### config.mk
export PLATFORM = sky130hd
export DESIGN_NAME = mbm_seq_ctrl
export DESIGN_NICKNAME = d
export VERILOG_FILES = /design/src/rtl/mbm_pkg.sv /design/src/rtl/lod.sv /design/src/rtl/mbm_seq_ctrl.sv
export SDC_FILE = /design/constraint.sdc
export NUM_CORES = 1
export LEC_CHECK = 0
export CORE_MARGIN = 2
export CORE_UTILIZATION = 50
export CTS_BUF_LIST = sky130_fd_sc_hd__clkbuf_4
export DETAILED_ROUTE_END_ITERATION = 10
export DONT_BUFFER_PORTS = 1
export PLACE_DENSITY = 0.7
export SLEW_MARGIN = 40
export SYNTH_ARGS = -nofsm -noshare
export SYNTH_HDL_FRONTEND = slang
export SYNTH_HIERARCHICAL = 1
export SYNTH_SLANG_ARGS = --single-unit
### constraint.sdc
create_clock -name clk -period 11.55 [get_ports clk]
set_input_delay 1.7325 -clock clk [delete_from_list [all_inputs] [get_ports clk]]
set_output_delay 1.7325 -clock clk [all_outputs]
set_load 0.05 [all_outputs]
### src/rtl/mbm_pkg.sv
// Shared types and constants for the Mitchell-multiplier sequencer.
// MBM_BIAS_C is only consumed when MBM_BIAS_COMP_EN is defined.
package mbm_pkg;

  typedef enum logic [2:0] {
    IDLE  = 3'd0,
    LOD_A = 3'd1,
    LOD_B = 3'd2,
    CALC  = 3'd3,
    DONE  = 3'd4
  } state_t;

  localparam int          FRAC_W     = 7;
  localparam int          PROD_W     = 16;
  localparam logic [6:0]  MBM_BIAS_C = 7'd5;

endpackage

### src/rtl/lod.sv
// Leading-one detector: position of the most significant set bit of an 8-bit word.
// An all-zero input reports position 0; callers never present zero.
module lod (
  input  logic [7:0] i_data,
  output logic [2:0] o_pos
);

  always_comb begin
    o_pos = 3'd0;
    for (int i = 0; i < 8; i++) begin
      if (i_data[i]) o_pos = 3'(i);
    end
  end

endmodule

### src/rtl/mbm_seq_ctrl.sv
// Sequenced Mitchell log multiplier sharing one lod between both operands.
// Define MBM_BIAS_COMP_EN to add a saturating bias to the summed fraction.
//
// Handshake: a beat transfers on a rising edge where valid && ready are both
// high; the source holds data/valid until then, and the sink may stall freely.
module mbm_seq_ctrl
  import mbm_pkg::*;
#(
  parameter int W = 8
) (
  input  logic              clk,
  input  logic              rst,
  input  logic [W-1:0]      in_a,
  input  logic [W-1:0]      in_b,
  input  logic              in_valid,
  output logic              in_ready,
  output logic [PROD_W-1:0] out_p,
  output logic              out_valid,
  input  logic              out_ready,
  output logic [15:0]       op_count,
  output logic [2:0]        o_dbg_state
);

  state_t              r_state;
  state_t              w_state_nxt;
  logic [W-1:0]        r_a;
  logic [W-1:0]        r_b;
  logic [2:0]          r_ka;
  logic [2:0]          r_kb;
  logic [PROD_W-1:0]   r_out_p;
  logic [15:0]         r_op_count;

  logic                w_zero_op;
  logic [W-1:0]        w_lod_in;
  logic [2:0]          w_lod_pos;
  logic [FRAC_W-1:0]   w_xa;
  logic [FRAC_W-1:0]   w_xb;
  logic [FRAC_W:0]     w_s;
  logic [FRAC_W-1:0]   w_f;
  logic [3:0]          w_e;
  logic [PROD_W-1:0]   w_mant;
  logic [PROD_W-1:0]   w_prod;

  assign w_zero_op = (in_a == '0) || (in_b == '0);
  assign w_lod_in  = (r_state == LOD_B) ? r_b : r_a;

  lod u_lod (
    .i_data (w_lod_in),
    .o_pos  (w_lod_pos)
  );

  // Normalised fractions: shift the leading one out above bit 6.
  assign w_xa = FRAC_W'(r_a << (3'd7 - r_ka));
  assign w_xb = FRAC_W'(r_b << (3'd7 - r_kb));
  assign w_s  = {1'b0, w_xa} + {1'b0, w_xb};
  assign w_e  = {1'b0, r_ka} + {1'b0, r_kb} + {3'b000, w_s[FRAC_W]};

`ifdef MBM_BIAS_COMP_EN
  logic [FRAC_W:0] w_f_biased;
  assign w_f_biased = {1'b0, w_s[FRAC_W-1:0]} + {1'b0, MBM_BIAS_C};
  assign w_f        = w_f_biased[FRAC_W] ? 7'h7F : w_f_biased[FRAC_W-1:0];
`else
  assign w_f = w_s[FRAC_W-1:0];
`endif

  // ({1,f} << e) >> 7 without building the wide intermediate.
  assign w_mant = {8'h00, 1'b1, w_f};
  assign w_prod = (w_e >= 4'd7) ? (w_mant << (w_e - 4'd7))
                                : (w_mant >> (4'd7 - w_e));

  always_ff @(posedge clk) begin
    if (rst) r_state <= IDLE;
    else     r_state <= w_state_nxt;
  end

  always_comb begin
    w_state_nxt = r_state;
    case (r_state)
      IDLE:    if (in_valid) w_state_nxt = w_zero_op ? DONE : LOD_A;
      LOD_A:   w_state_nxt = LOD_B;
      LOD_B:   w_state_nxt = CALC;
      CALC:    w_state_nxt = DONE;
      DONE:    if (out_ready) w_state_nxt = IDLE;
      default: w_state_nxt = IDLE;
    endcase
  end

  always_ff @(posedge clk) begin
    if (rst) begin
      r_a        <= '0;
      r_b        <= '0;
      r_ka       <= '0;
      r_kb       <= '0;
      r_out_p    <= '0;
      r_op_count <= '0;
    end else begin
      case (r_state)
        IDLE: begin
          if (in_valid) begin
            r_a     <= in_a;
            r_b     <= in_b;
            r_out_p <= '0;
          end
        end
        LOD_A: r_ka    <= w_lod_pos;
        LOD_B: r_kb    <= w_lod_pos;
        CALC:  r_out_p <= w_prod;
        DONE:  if (out_ready) r_op_count <= r_op_count + 16'd1;
        default: ;
      endcase
    end
  end

  assign in_ready    = (r_state == IDLE);
  assign out_valid   = (r_state == DONE);
  assign out_p       = r_out_p;
  assign op_count    = r_op_count;
  assign o_dbg_state = r_state;

endmodule

-- Yosys cells after proc, flatten, opt, wreduce, memory -nomap -nowiden
Index checks and enable logic that the tools add are counted.
- flip-flop bits (word level): 57
- output and inout bits: 37
- bits of input ports: 20
- shifts and indexed selects: 4
- $add $sub $neg: 8
- mux-type cells: 15
- reductions and logical operators: 9
- equal/unequal tests: 6
- $lt $le $gt $ge: 1
- operators by type and width (cell ; number):
    two-way mux 16 bit ; 2
    one-hot mux 16 bit (2 select lines) ; 1
    two-way mux 3 bit ; 7
    adder 16 x 1 -> 16 bit (second input constant) ; 1
    logical NOT 8 bit ; 2
    << shifter 8 x 3 -> 7 bit ; 2
    << shifter 8 x 4 -> 16 bit ; 1
    >> shifter 8 x 4 -> 16 bit ; 1
    one-hot mux 3 bit (5 select lines) ; 1
    adder 7 x 7 -> 8 bit ; 1
    two-way mux 8 bit ; 1
    AND reduction 2 bit ; 4
    == test 3 x 2 -> 1 bit (second input constant) ; 2
    subtractor 3 bit (first input constant) ; 2
    adder 3 x 3 -> 4 bit ; 1
    adder 4 x 1 -> 4 bit ; 1
    greater-or-equal comparator 4 x 3 -> 1 bit (second input constant) ; 1
    two-way mux 2 bit ; 2
    subtractor 3 x 4 -> 4 bit (first input constant) ; 1
    subtractor 4 x 3 -> 4 bit (second input constant) ; 1
    == test 3 x 1 -> 1 bit (second input constant) ; 1
    == test 3 bit (second input constant) ; 1
    logical NOT 3 bit ; 1
    != test 2 x 1 -> 1 bit (second input constant) ; 1
    other kinds (4) ; 4

-- Longest topological paths before layout
- word-level depth: 9
- mapped depth: 24

-- Modules after synthesis
The synthesis kept the hierarchy.
- modules (own cells, without submodules) (module ; area each (um^2) ; instances ; cells an instance ; sequential area each (um^2)):
    mbm_seq_ctrl ; 4096.4 ; 1 ; 514 ; 1141.1
    lod ; 45.0 ; 1 ; 10 ; 0.0

-- Worst setup path after synthesis
OpenSTA, ideal clock, no wires.
- kind: register to register
- start: register r_ka[1]
- end: register r_out_p[12] (netlist: out_p[12])
- stages on the path, launching flop included: 24
- arrival time: 4787 ps
- setup slack: 6688 ps
- cells stage by stage: dfxtp_1 -> clkbuf_1 -> mux2i_1 -> nand2_1 -> o211a_1 -> ha_1 -> buf_6 -> a21o_1 -> a21oi_2 -> a21boi_2 -> o21a_1 -> nor2_1 -> fa_1 -> buf_6 -> inv_1 -> clkbuf_1 -> ha_1 -> ha_1 -> or3_1 -> a211oi_1 -> a31oi_1 -> o311ai_1 -> o211ai_1 -> a31oi_1
- cells in the longest elaborated chain, start to end: 8
- RTL lines (item ; line ; text):
    start, declared ; mbm_seq_ctrl.sv:28 ; logic [2:0] r_ka;
    start signal, assigned ; mbm_seq_ctrl.sv:105 ; LOD_A: r_ka <= w_lod_pos;
    subtractor 3 bit ; mbm_seq_ctrl.sv:53 ; assign w_xa = FRAC_W'(r_a << (3'd7 - r_ka));
    << shifter 8 x 3 -> 7 bit ; mbm_seq_ctrl.sv:53 ;
    adder 7 x 7 -> 8 bit ; mbm_seq_ctrl.sv:55 ; assign w_s = {1'b0, w_xa} + {1'b0, w_xb};
    adder 4 x 1 -> 4 bit ; mbm_seq_ctrl.sv:56 ; assign w_e = {1'b0, r_ka} + {1'b0, r_kb} + {3'b000, w_s[FRAC_W]};
    subtractor 3 x 4 -> 4 bit / subtractor 4 x 3 -> 4 bit (equally long branches) ; mbm_seq_ctrl.sv:69, mbm_seq_ctrl.sv:68 ;
    >> shifter 8 x 4 -> 16 bit / << shifter 8 x 4 -> 16 bit (equally long branches) ; mbm_seq_ctrl.sv:69, mbm_seq_ctrl.sv:68 ;
    two-way mux 16 bit * ; mbm_seq_ctrl.sv:68 ; assign w_prod = (w_e >= 4'd7) ? (w_mant << (w_e - 4'd7))
    one-hot mux 16 bit (2 select lines) * ; mbm_seq_ctrl.sv:97 ; case (r_state)
    end signal, assigned ; mbm_seq_ctrl.sv:107 ; CALC: r_out_p <= w_prod;
    end, declared ; mbm_seq_ctrl.sv:30 ; logic [PROD_W-1:0] r_out_p;
Mark *: on every way between the ends. The rest lies on a longest branch, timed or not.
A chain may end at the register's enable or synchronous reset.

-- Worst setup path in the final report
- start: register r_kb[1]
- end: register r_out_p[12] (netlist: out_p[12])
- cells in the longest elaborated chain, start to end: 8
- RTL lines (item ; line ; text):
    start, declared ; mbm_seq_ctrl.sv:29 ; logic [2:0] r_kb;
    start signal, assigned ; mbm_seq_ctrl.sv:106 ; LOD_B: r_kb <= w_lod_pos;
    subtractor 3 bit ; mbm_seq_ctrl.sv:54 ; assign w_xb = FRAC_W'(r_b << (3'd7 - r_kb));
    << shifter 8 x 3 -> 7 bit ; mbm_seq_ctrl.sv:54 ;
    adder 7 x 7 -> 8 bit ; mbm_seq_ctrl.sv:55 ;
    adder 4 x 1 -> 4 bit ; mbm_seq_ctrl.sv:56 ;
    subtractor 3 x 4 -> 4 bit / subtractor 4 x 3 -> 4 bit (equally long branches) ; mbm_seq_ctrl.sv:69, mbm_seq_ctrl.sv:68 ;
    >> shifter 8 x 4 -> 16 bit / << shifter 8 x 4 -> 16 bit (equally long branches) ; mbm_seq_ctrl.sv:69, mbm_seq_ctrl.sv:68 ;
    two-way mux 16 bit * ; mbm_seq_ctrl.sv:68 ;
    one-hot mux 16 bit (2 select lines) * ; mbm_seq_ctrl.sv:97 ;
Marked as above.

==> results by group <==
Layout
  • Synth-to-Final Area Change: 3.79%
  • N_diodes: 0
  • Share of cells above drive strength 1: 12.3%
  • Non-filler cells, final: 611
  • Filler cell count: 821
  • Layout Nets: 537

Critical path
  • Required @ worst endpoint: 11.83 ns
  • Crit path arrival time: 6.52 ns
  • Crit path launch type: register
  • R2R depth: 18
  • Crit Path Category: reg -> reg
  • Maximum fanout along the worst path: 33
  • Worst Setup End Kind: register

Worst hold path
  • Worst hold path type: reg -> reg
  • Hold Path Cell Cnt: 2

Timing
  • Worst setup margin: 5.31 ns
  • Fin. Hold Viols: 0
  • Finish-stage setup viols: 0
  • Final-report max-slew violation count: 0
  • Clock skew: 0.0362 ns
  • Fin crit period: 6.24 ns
  • Measured slew at the worst slew-check pin: 0.841 ns
  • RSZ-0062 raised after global routing: no
  • Final period utilization: 54.0%
  • Max_slew headroom: 43.4%
  • Upper clock frequency limit: 0.160 GHz
  • Setup TNS: 0 ns

Global route
  • Largest net degree at the start of global routing: 57
  • Grt total ovfl: 0
  • GRT Util Overall: 25.3%
  • Vias in the first global route: 3645
  • First-pass GRT wire length: 17900 um
  • Antenna violations before repair: 0

Floorplanning
  • Rows: 33
  • Initial core utilization: 51.0%
  • # IOs: 57
  • Die footprint: 9000 um2
  • Core region area: 8090 um2
  • Die height: 94.9 um
  • Die W: 94.9 um

Placement
  • Dpl ws: 5.53 ns
  • Post-DP HPWL: 8100 um
  • Inst Count DP: 595
  • RD Place Congestion: 0.987
  • Buffers on Ports: 0

Clock tree
  • Worst-skew pair later-pin latency: 0.42 ns
  • TritonCTS clock tree: built
  • H-tree levels: 3
  • Clk slew on worst S/H paths: 0.12 ns
  • Post_cts resized: 0
  • Clock Path Buffers: 2
  • Hold_buf cts: 0
  • Sink Count: 57
  • Root Buffer: clkbuf_4
  • Num CTS Buffers: 9
  • Setup repair bufs after CTS: 0

Drt
  • Initial DRT Pass Iterations: 5
  • Routed WL per cell: 18.1 um
  • DR iter-0 viols: 236
  • Final routed DRC violation total: 0
  • Final WL: 11000 um
  • Via count: 3900
  • Vias per cell: 6.38
  • Antenna viol nets, final: 0

Logic synthesis
  • Synth warn: 6
  • Syn Area/Cell: 7.90 um2
  • Post-Syn Area: 4130 um2
  • Syn Nets: 559
  • Mapped Cells: 523

Run
  • Max-cap violations: 0

Status
  • Status: complete, no violations

Pwr
  • PwrDens: 127 nW/um2
  • Pleak: 0.00161 uW
  • Peak VDD IR: 0.126 mV
==> final timing paths <==
kind	startpoint	end	slack, ns
max	r_kb[1]	out_p[12]	5.31
min	r_a[7]	r_a[7]	0.46
max reg2reg	r_kb[1]	out_p[12]	5.31
min reg2reg	r_a[7]	r_a[7]	0.46
==> per-stage QoR <==
step | util, % | total power [uW] | cell area [um2] | hold WS (ns)
final | 53.0 | 545 | 4290 | 0.457
after CTS | 52.8 | 544 | 4280 | 0.460
after global placement | 50.4 | 352 | 4080 | 0.440
after detailed placement | 50.6 | 355 | 4100 | 0.444
after floorplan | - | 335 | 4130 | 0.433
after global routing | 53.0 | 572 | 4290 | 0.477
==> critical path: stages, from the launching register on <==
cell and delay (ns):
dfxtp_1 0.70, mux2_2 0.41, nand2_1 0.07, o21ai_0 0.11
and2_1 0.20, ha_1 0.41, nand4_1 0.18, a21boi_2 0.43
o21a_1 0.17, nor2_1 0.05, fa_2 0.94, inv_1 0.35
ha_1 0.40, ha_1 0.79, inv_1 0.23, a31oi_1 0.19
o311ai_1 0.15, o211ai_1 0.23, a31oi_1 0.11
==> layer usage <==
metal	global-route usage [%]	vias up	part of all wire [%]
met5	0	-	0
met4	9.66	0	2.7
met3	6.07	32	8.2
met2	40.3	192	46
met1	33.1	1816	43
li1	-	1860	-
==> flip-flops by register name, summed over array words and instances (netlist names) <==
signal	cells
op_count	16
out_p	16
r_a	8
r_b	8
o_dbg_state	3
r_ka	3
r_kb	3
==> cell type report <==
type / count / area [um2] / share of cell area (%)
Timing Repair Buffer: 2 / 15.0 / 0.350
Tap cell: 105 / 131 / 3.06
Clock inverter: 6 / 106 / 2.48
Multi-Input combinational cell: 413 / 2750 / 64.1
Clock buffer: 10 / 75.1 / 1.75
Sequential cell: 57 / 1140 / 26.7
Inverter: 18 / 67.6 / 1.58
==> layout by cell type (no fill, tap or decap), drive strengths merged, types with 6 or more instances in the layout <==
| master | n |
|---|---|
| a211oi | 8 |
| a21oi | 37 |
| nor3b | 6 |
| o21ai | 19 |
| ha | 13 |
| or3 | 8 |
| nand4 | 10 |
| mux2i | 13 |
| xor2 | 11 |
| and2 | 6 |
| o31ai | 7 |
| nor3 | 11 |
| dfxtp | 57 |
| nand3 | 16 |
| a22oi | 7 |
| clkbuf | 10 |
| o2111ai | 8 |
| nor2 | 47 |
| inv | 16 |
| mux2 | 15 |
| xnor2 | 7 |
| nand2b | 6 |
| nand2 | 77 |
| a21o | 7 |
| o211ai | 9 |
==> power breakdown <==
group | switching [uW] | total, uW | leakage [uW] | internal, uW
logic | 86.8 | 131 | 0.00105 | 44.2
registers | 19.3 | 224 | 0.000463 | 204
clock network | 79.0 | 190 | 0.0000957 | 111
Note: power is estimated with default switching activity, not from simulation.
